`src/rtl/pipelined_fetch_unit_if.sv`:
```
// Fetch-stage bus: instruction-memory request/response, hazard/redirect
// controls from decode, and the IF/ID register outputs.
interface pipelined_fetch_unit_if;
    logic [31:0] ImemAddr;
    logic [31:0] ImemInst;
    logic        Stall;
    logic        BranchTaken;
    logic [31:0] BranchTarget;
    logic        Jump;
    logic [31:0] JumpTarget;
    logic [31:0] IfIdInst;
    logic [31:0] IfIdPcPlus4;
    logic        IfIdValid;
    logic        FetchFault;

    modport master (
        output ImemAddr,
        input  ImemInst,
        input  Stall,
        input  BranchTaken,
        input  BranchTarget,
        input  Jump,
        input  JumpTarget,
        output IfIdInst,
        output IfIdPcPlus4,
        output IfIdValid,
        output FetchFault
    );

    modport slave (
        input  ImemAddr,
        output ImemInst,
        output Stall,
        output BranchTaken,
        output BranchTarget,
        output Jump,
        output JumpTarget,
        input  IfIdInst,
        input  IfIdPcPlus4,
        input  IfIdValid,
        input  FetchFault
    );
endinterface

```
`src/rtl/pipelined_fetch_unit.sv`:
```
// Instruction-fetch stage: PC register, combinational ROM addressing and the
// IF/ID pipeline register with stall, branch/jump redirect and fault tracking.
module pipelined_fetch_unit #(
    parameter logic [31:0] RESET_PC  = 32'h0000_0000,
    parameter int unsigned MEM_WORDS = 32,
    parameter logic [31:0] NOP_INST  = 32'h0000_0000
) (
    input logic                    Clk,
    input logic                    Rst,
    pipelined_fetch_unit_if.master bus
);

    localparam logic [32:0] PC_LIMIT = 33'(MEM_WORDS) << 2;

    logic [31:0] pc_q, pc_d;
    logic [31:0] if_inst_q, if_inst_d;
    logic [31:0] if_pc4_q, if_pc4_d;
    logic        if_valid_q, if_valid_d;
    logic        fault_q, fault_d;

    logic [31:0] pc_plus4;
    logic        pc_bad;

    assign pc_plus4 = pc_q + 32'd4;
    assign pc_bad   = (pc_q[1:0] != 2'b00) || ({1'b0, pc_q} >= PC_LIMIT);

    always_comb begin
        pc_d       = pc_q;
        if_inst_d  = if_inst_q;
        if_pc4_d   = if_pc4_q;
        if_valid_d = if_valid_q;
        fault_d    = fault_q;

        // Redirects outrank Stall: the stalled ID instruction is the redirecting one.
        if (bus.BranchTaken || bus.Jump) begin
            pc_d       = bus.BranchTaken ? bus.BranchTarget : bus.JumpTarget;
            if_inst_d  = NOP_INST;
            if_pc4_d   = '0;
            if_valid_d = 1'b0;
        end else if (!bus.Stall) begin
            pc_d       = pc_plus4;
            if_inst_d  = bus.ImemInst;
            if_pc4_d   = pc_plus4;
            if_valid_d = !pc_bad;
            if (pc_bad) begin
                fault_d = 1'b1;
            end
        end
    end

    always_ff @(posedge Clk or posedge Rst) begin
        if (Rst) begin
            pc_q       <= RESET_PC;
            if_inst_q  <= NOP_INST;
            if_pc4_q   <= '0;
            if_valid_q <= 1'b0;
            fault_q    <= 1'b0;
        end else begin
            pc_q       <= pc_d;
            if_inst_q  <= if_inst_d;
            if_pc4_q   <= if_pc4_d;
            if_valid_q <= if_valid_d;
            fault_q    <= fault_d;
        end
    end

    assign bus.ImemAddr    = pc_q;
    assign bus.IfIdInst    = if_inst_q;
    assign bus.IfIdPcPlus4 = if_pc4_q;
    assign bus.IfIdValid   = if_valid_q;
    assign bus.FetchFault  = fault_q;

endmodule

```
`src/flat_wrapper.sv`:
```
// flat-port wrapper written by rule: the top's interface ports become plain ports
module pipelined_fetch_unit_flat 
#(
    parameter logic [31:0] RESET_PC  = 32'h0000_0000,
    parameter int unsigned MEM_WORDS = 32,
    parameter logic [31:0] NOP_INST  = 32'h0000_0000
)
  (Clk, Rst, bus_ImemAddr, bus_ImemInst, bus_Stall, bus_BranchTaken, bus_BranchTarget, bus_Jump, bus_JumpTarget, bus_IfIdInst, bus_IfIdPcPlus4, bus_IfIdValid, bus_FetchFault);
  pipelined_fetch_unit_if bus_i ();
  input logic Clk;
  input logic Rst;
  output wire logic [$bits(bus_i.ImemAddr)-1:0] bus_ImemAddr;
  input wire logic [$bits(bus_i.ImemInst)-1:0] bus_ImemInst;
  input wire logic [$bits(bus_i.Stall)-1:0] bus_Stall;
  input wire logic [$bits(bus_i.BranchTaken)-1:0] bus_BranchTaken;
  input wire logic [$bits(bus_i.BranchTarget)-1:0] bus_BranchTarget;
  input wire logic [$bits(bus_i.Jump)-1:0] bus_Jump;
  input wire logic [$bits(bus_i.JumpTarget)-1:0] bus_JumpTarget;
  output wire logic [$bits(bus_i.IfIdInst)-1:0] bus_IfIdInst;
  output wire logic [$bits(bus_i.IfIdPcPlus4)-1:0] bus_IfIdPcPlus4;
  output wire logic [$bits(bus_i.IfIdValid)-1:0] bus_IfIdValid;
  output wire logic [$bits(bus_i.FetchFault)-1:0] bus_FetchFault;
  assign bus_ImemAddr = bus_i.ImemAddr;
  assign bus_i.ImemInst = bus_ImemInst;
  assign bus_i.Stall = bus_Stall;
  assign bus_i.BranchTaken = bus_BranchTaken;
  assign bus_i.BranchTarget = bus_BranchTarget;
  assign bus_i.Jump = bus_Jump;
  assign bus_i.JumpTarget = bus_JumpTarget;
  assign bus_IfIdInst = bus_i.IfIdInst;
  assign bus_IfIdPcPlus4 = bus_i.IfIdPcPlus4;
  assign bus_IfIdValid = bus_i.IfIdValid;
  assign bus_FetchFault = bus_i.FetchFault;
  pipelined_fetch_unit #(.RESET_PC(RESET_PC), .MEM_WORDS(MEM_WORDS), .NOP_INST(NOP_INST)) u_core (.Clk(Clk), .Rst(Rst), .bus(bus_i));
endmodule
```
`config.mk`:
```
export PLATFORM = sky130hd
export DESIGN_NAME = pipelined_fetch_unit_flat
export DESIGN_NICKNAME = d
export VERILOG_FILES = /design/src/rtl/pipelined_fetch_unit_if.sv /design/src/rtl/pipelined_fetch_unit.sv /design/src/flat_wrapper.sv
export SDC_FILE = /design/constraint.sdc
export NUM_CORES = 1
export LEC_CHECK = 0
export CAP_MARGIN = 20
export CORE_AREA = 2 2 110 112
export CTS_BUF_LIST = sky130_fd_sc_hd__clkbuf_2
export CTS_CLUSTER_DIAMETER = 80
export DETAILED_ROUTE_END_ITERATION = 10
export DIE_AREA = 0 0 112 114
export GPL_TIMING_DRIVEN = 0
export HOLD_SLACK_MARGIN = 0.02
export PLACE_DENSITY = 0.78
export SLEW_MARGIN = 20
export SYNTH_ARGS = -nofsm -noshare
export SYNTH_HDL_FRONTEND = slang
export SYNTH_SLANG_ARGS = --single-unit
```
`constraint.sdc`:
```
create_clock -name Clk -period 6.3 [get_ports Clk]
set_input_delay 0.63 -clock Clk [delete_from_list [all_inputs] [get_ports Clk]]
set_output_delay 0.63 -clock Clk [all_outputs]
set_load 0.02 [all_outputs]
```
==> flow_summary.json <==
{
  "run_status": "finished clean",
  "clockBufferDepth": 2,
  "i_o_pin_count": 199,
  "grt_pass1_wl_microns": 27100,
  "finish.instance_area_sq_um": 7440,
  "route.antenna.remaining_nets": 0,
  "final_net_count": 863,
  "remaining_drc_errors": 0,
  "via_count": 5127,
  "cp_data_required_time_ns": 6.81,
  "dieArea_sq_um": 12800,
  "top_layer_used": "met4",
  "final_util_pct": 63.5,
  "achievable-frequency_ghz": 0.392,
  "irDropWorstVdd_v": 0.000117,
  "cts_tree": "done",
  "chip_height_microns": 114,
  "clock_insertion_delay_at_the_later_pin_of_the_skew_report_ns": 0.61,
  "critical_path.most_common_cell": "clkbuf_1",
  "p_per_area_nw_per_um2": 194,
  "critPathLaunchType": "input pin",
  "initial_standard_cell_utilization_of_the_core_pct": 43.6,
  "synth_top_area_cell": "dfrtp_1",
  "max_stage_delay_ns": 0.57,
  "min-delay-path-class": "input pin to asynchronous set/reset pin",
  "die-width_microns": 112,
  "via_count_of_the_first_global_routing_pass": 5174,
  "clk_root_buffer_cell": "clkbuf_2",
  "cts.repair.resized": 0,
  "critical_path_peak_fanout": 10,
  "clk_transition_reported_paths_ns": 0.27,
  "synthMostInstantiatedCell": "dfrtp_1",
  "gp_routability_congestion": 0.901,
  "grt_max_degree": 66,
  "antenna_found_initial": 0,
  "yosysSeqAreaShare_pct": 48.0,
  "synth_cells": 550,
  "hold_violations": 0,
  "post_synth_num_cell_types": 45,
  "antenna_cells": 0,
  "final_layout_size_suffix_gt1_share_pct": 4.58,
  "static-leakage-power_nw": 3.09,
  "post_drt_via_cell_ratio": 5.62,
  "fin_crit_sh_pct": 40.5,
  "drt_pre_antenna_iters": 5,
  "postPlaceCellArea_sq_um": 7310,
  "finalSetupViolCount": 0,
  "synth_enable_flop_cells": 0,
  "routedWlPerCell_microns": 19.2,
  "asyncSetResetFlopFracSynth_pct": 100,
  "fin_tns_setup_ns": 0,
  "worstMarginPinSlew_ns": 0.719,
  "critical_path.slowest_cell": "buf_1",
  "whs_ns": 0.320,
  "layout_min_cycle_time_ns": 2.55,
  "htree_levels": 3,
  "cp_cell_sequence": "clkdlybuf4s50_1 -> clkbuf_1 -> clkbuf_1 -> buf_1 -> mux2i_1 -> nor2_1",
  "grt_setup_unrepaired": "no",
  "crit_type": "input pin to register",
  "met2_length_microns": 8560,
  "layoutNonFillerInstCount": 912,
  "total_grt_overflow": 0,
  "synth_nets": 653,
  "numCtsBuffers": 9,
  "n_fill_cell": 1021,
  "worstSetupEndpointType": "register",
  "placed_cells": 896,
  "fp-row-count": 40,
  "portBuffers": 198,
  "drt_wl_total_microns": 17500,
  "synth_top_area_share_pct": 48.0,
  "fin_worst_skew_ns": 0.0419,
  "wl_met1_microns": 6650,
  "synth_area_leaders": "dfrtp_1 48%, mux2i_1 7.8%, nor2_1 5.2%",
  "avgSynthCellArea_sq_um": 9.29,
  "yosys_most_used_dff": "dfrtp_1",
  "worst_ep_arrival_time_ns": 3.06,
  "syn-cell-area_sq_um": 5110,
  "slew_violations": 0,
  "initialDrtViolationCount": 382,
  "synth.ff_latch_count": 98,
  "post_cts_hold_buffer_count": 0,
  "max-cap-violations": 0,
  "max-slew-margin-rel_pct": 52.0,
  "routed-wl-met3_microns": 1910,
  "postCtsSetupRepairBufs": 0,
  "netlist_top_cells_count": "98 x dfrtp_1, 71 x nor2_1, 54 x nand2_1",
  "dp_hpwl_microns": 13100,
  "tritoncts_num_sinks": 98,
  "area_growth_syn_to_layout_pct": 45.6,
  "core_area_sq_um": 11700,
  "ys_warn_count": 0,
  "grt_use_total_pct": 27.2
}
final cells by class:
class	instances	area (sq um)	share of cell area, %
buffer	48	204	2.74
clock buffer	10	50.0	0.673
clock inverter	6	81.3	1.09
inverter	6	27.5	0.370
multi-input combinational	398	2430	32.7
sequential	98	2450	33.0
tap	147	184	2.47
timing repair buffer	199	2010	27.0
flip-flops by register name, indices dropped and copies added (netlist names):
name	cells
u_core.bus.IfIdPcPlus4	32
u_core.bus.ImemAddr	32
u_core.bus.IfIdValid	1
u_core.bus.FetchFault	1
u_core.bus.IfIdInst	32
metrics by stage:
stage / power [W] / setup WS [ns]
detailed placement: 0.00110 / 3.14
floorplan: 0.000904 / 3.11
CTS: 0.00144 / 3.81
global route: 0.00151 / 3.60
finish: 0.00144 / 3.75
global placement: 0.00109 / 1.67
cells by family after synthesis:
kind of cell / Yosys count / share of synthesized area [%]
flops: 98 / 48.0
simple gates: 193 / 18.2
xor+xnor: 37 / 6.34
mux: 41 / 8.05
compound gates: 125 / 14.5
buf+inv: 54 / 4.43
fa+ha+maj: 2 / 0.490
report_power, final:
part	internal (W)	switching (W)	total, W
combinational	0.000186	0.000203	0.000389
clock	0.000130	0.000215	0.000345
sequential	0.000666	0.0000424	0.000708
final timing paths:
check	from	end	slack, ns	depth (start not counted)
setup / recovery	bus_Stall	u_core.bus.IfIdInst[12]$_DFFE_PP0N_	3.75	6
hold / removal	Rst	u_core.bus.IfIdInst[31]$_DFFE_PP0N_	0.32	2
setup reg to reg	u_core.bus.ImemAddr[2]$_DFFE_PP0N_	u_core.bus.ImemAddr[30]$_DFFE_PP0N_	3.83	6
hold reg to reg	u_core.bus.FetchFault$_DFFE_PP0P_	u_core.bus.FetchFault$_DFFE_PP0P_	0.53	1
max in group asynchronous	Rst	u_core.bus.IfIdPcPlus4[8]$_DFFE_PP0N_	5.31	3
min in group Clk	u_core.bus.FetchFault$_DFFE_PP0P_	u_core.bus.FetchFault$_DFFE_PP0P_	0.53	1
critical path: cells and delay by family:
family,cells,cell delay (ns)
buffers and inverters,4,2.10
multiplexers,1,0.26
AND/OR/NAND/NOR,1,0.06
cell usage in the layout, fill, tap and decap left out, drive strengths merged, types with 4 or more instances in the layout:
master / count
and4: 6
o21ai: 38
nor4: 11
buf: 14
a221o: 4
nand3: 18
nand4: 12
clkbuf: 45
a22oi: 10
mux2i: 40
nand2: 54
dfrtp: 98
xnor2: 19
o221ai: 9
xor2: 18
nor2: 71
clkdlybuf4s50: 198
inv: 6
a21oi: 53
nor3: 9
routing by layer:
layer	global-route usage [%]	vias up
li1	-	2342
met1	32.2	2438
met2	46.7	313
met3	8.02	34
met4	10.9	0
met5	0	-
Note: power is estimated with default switching activity, not from simulation.
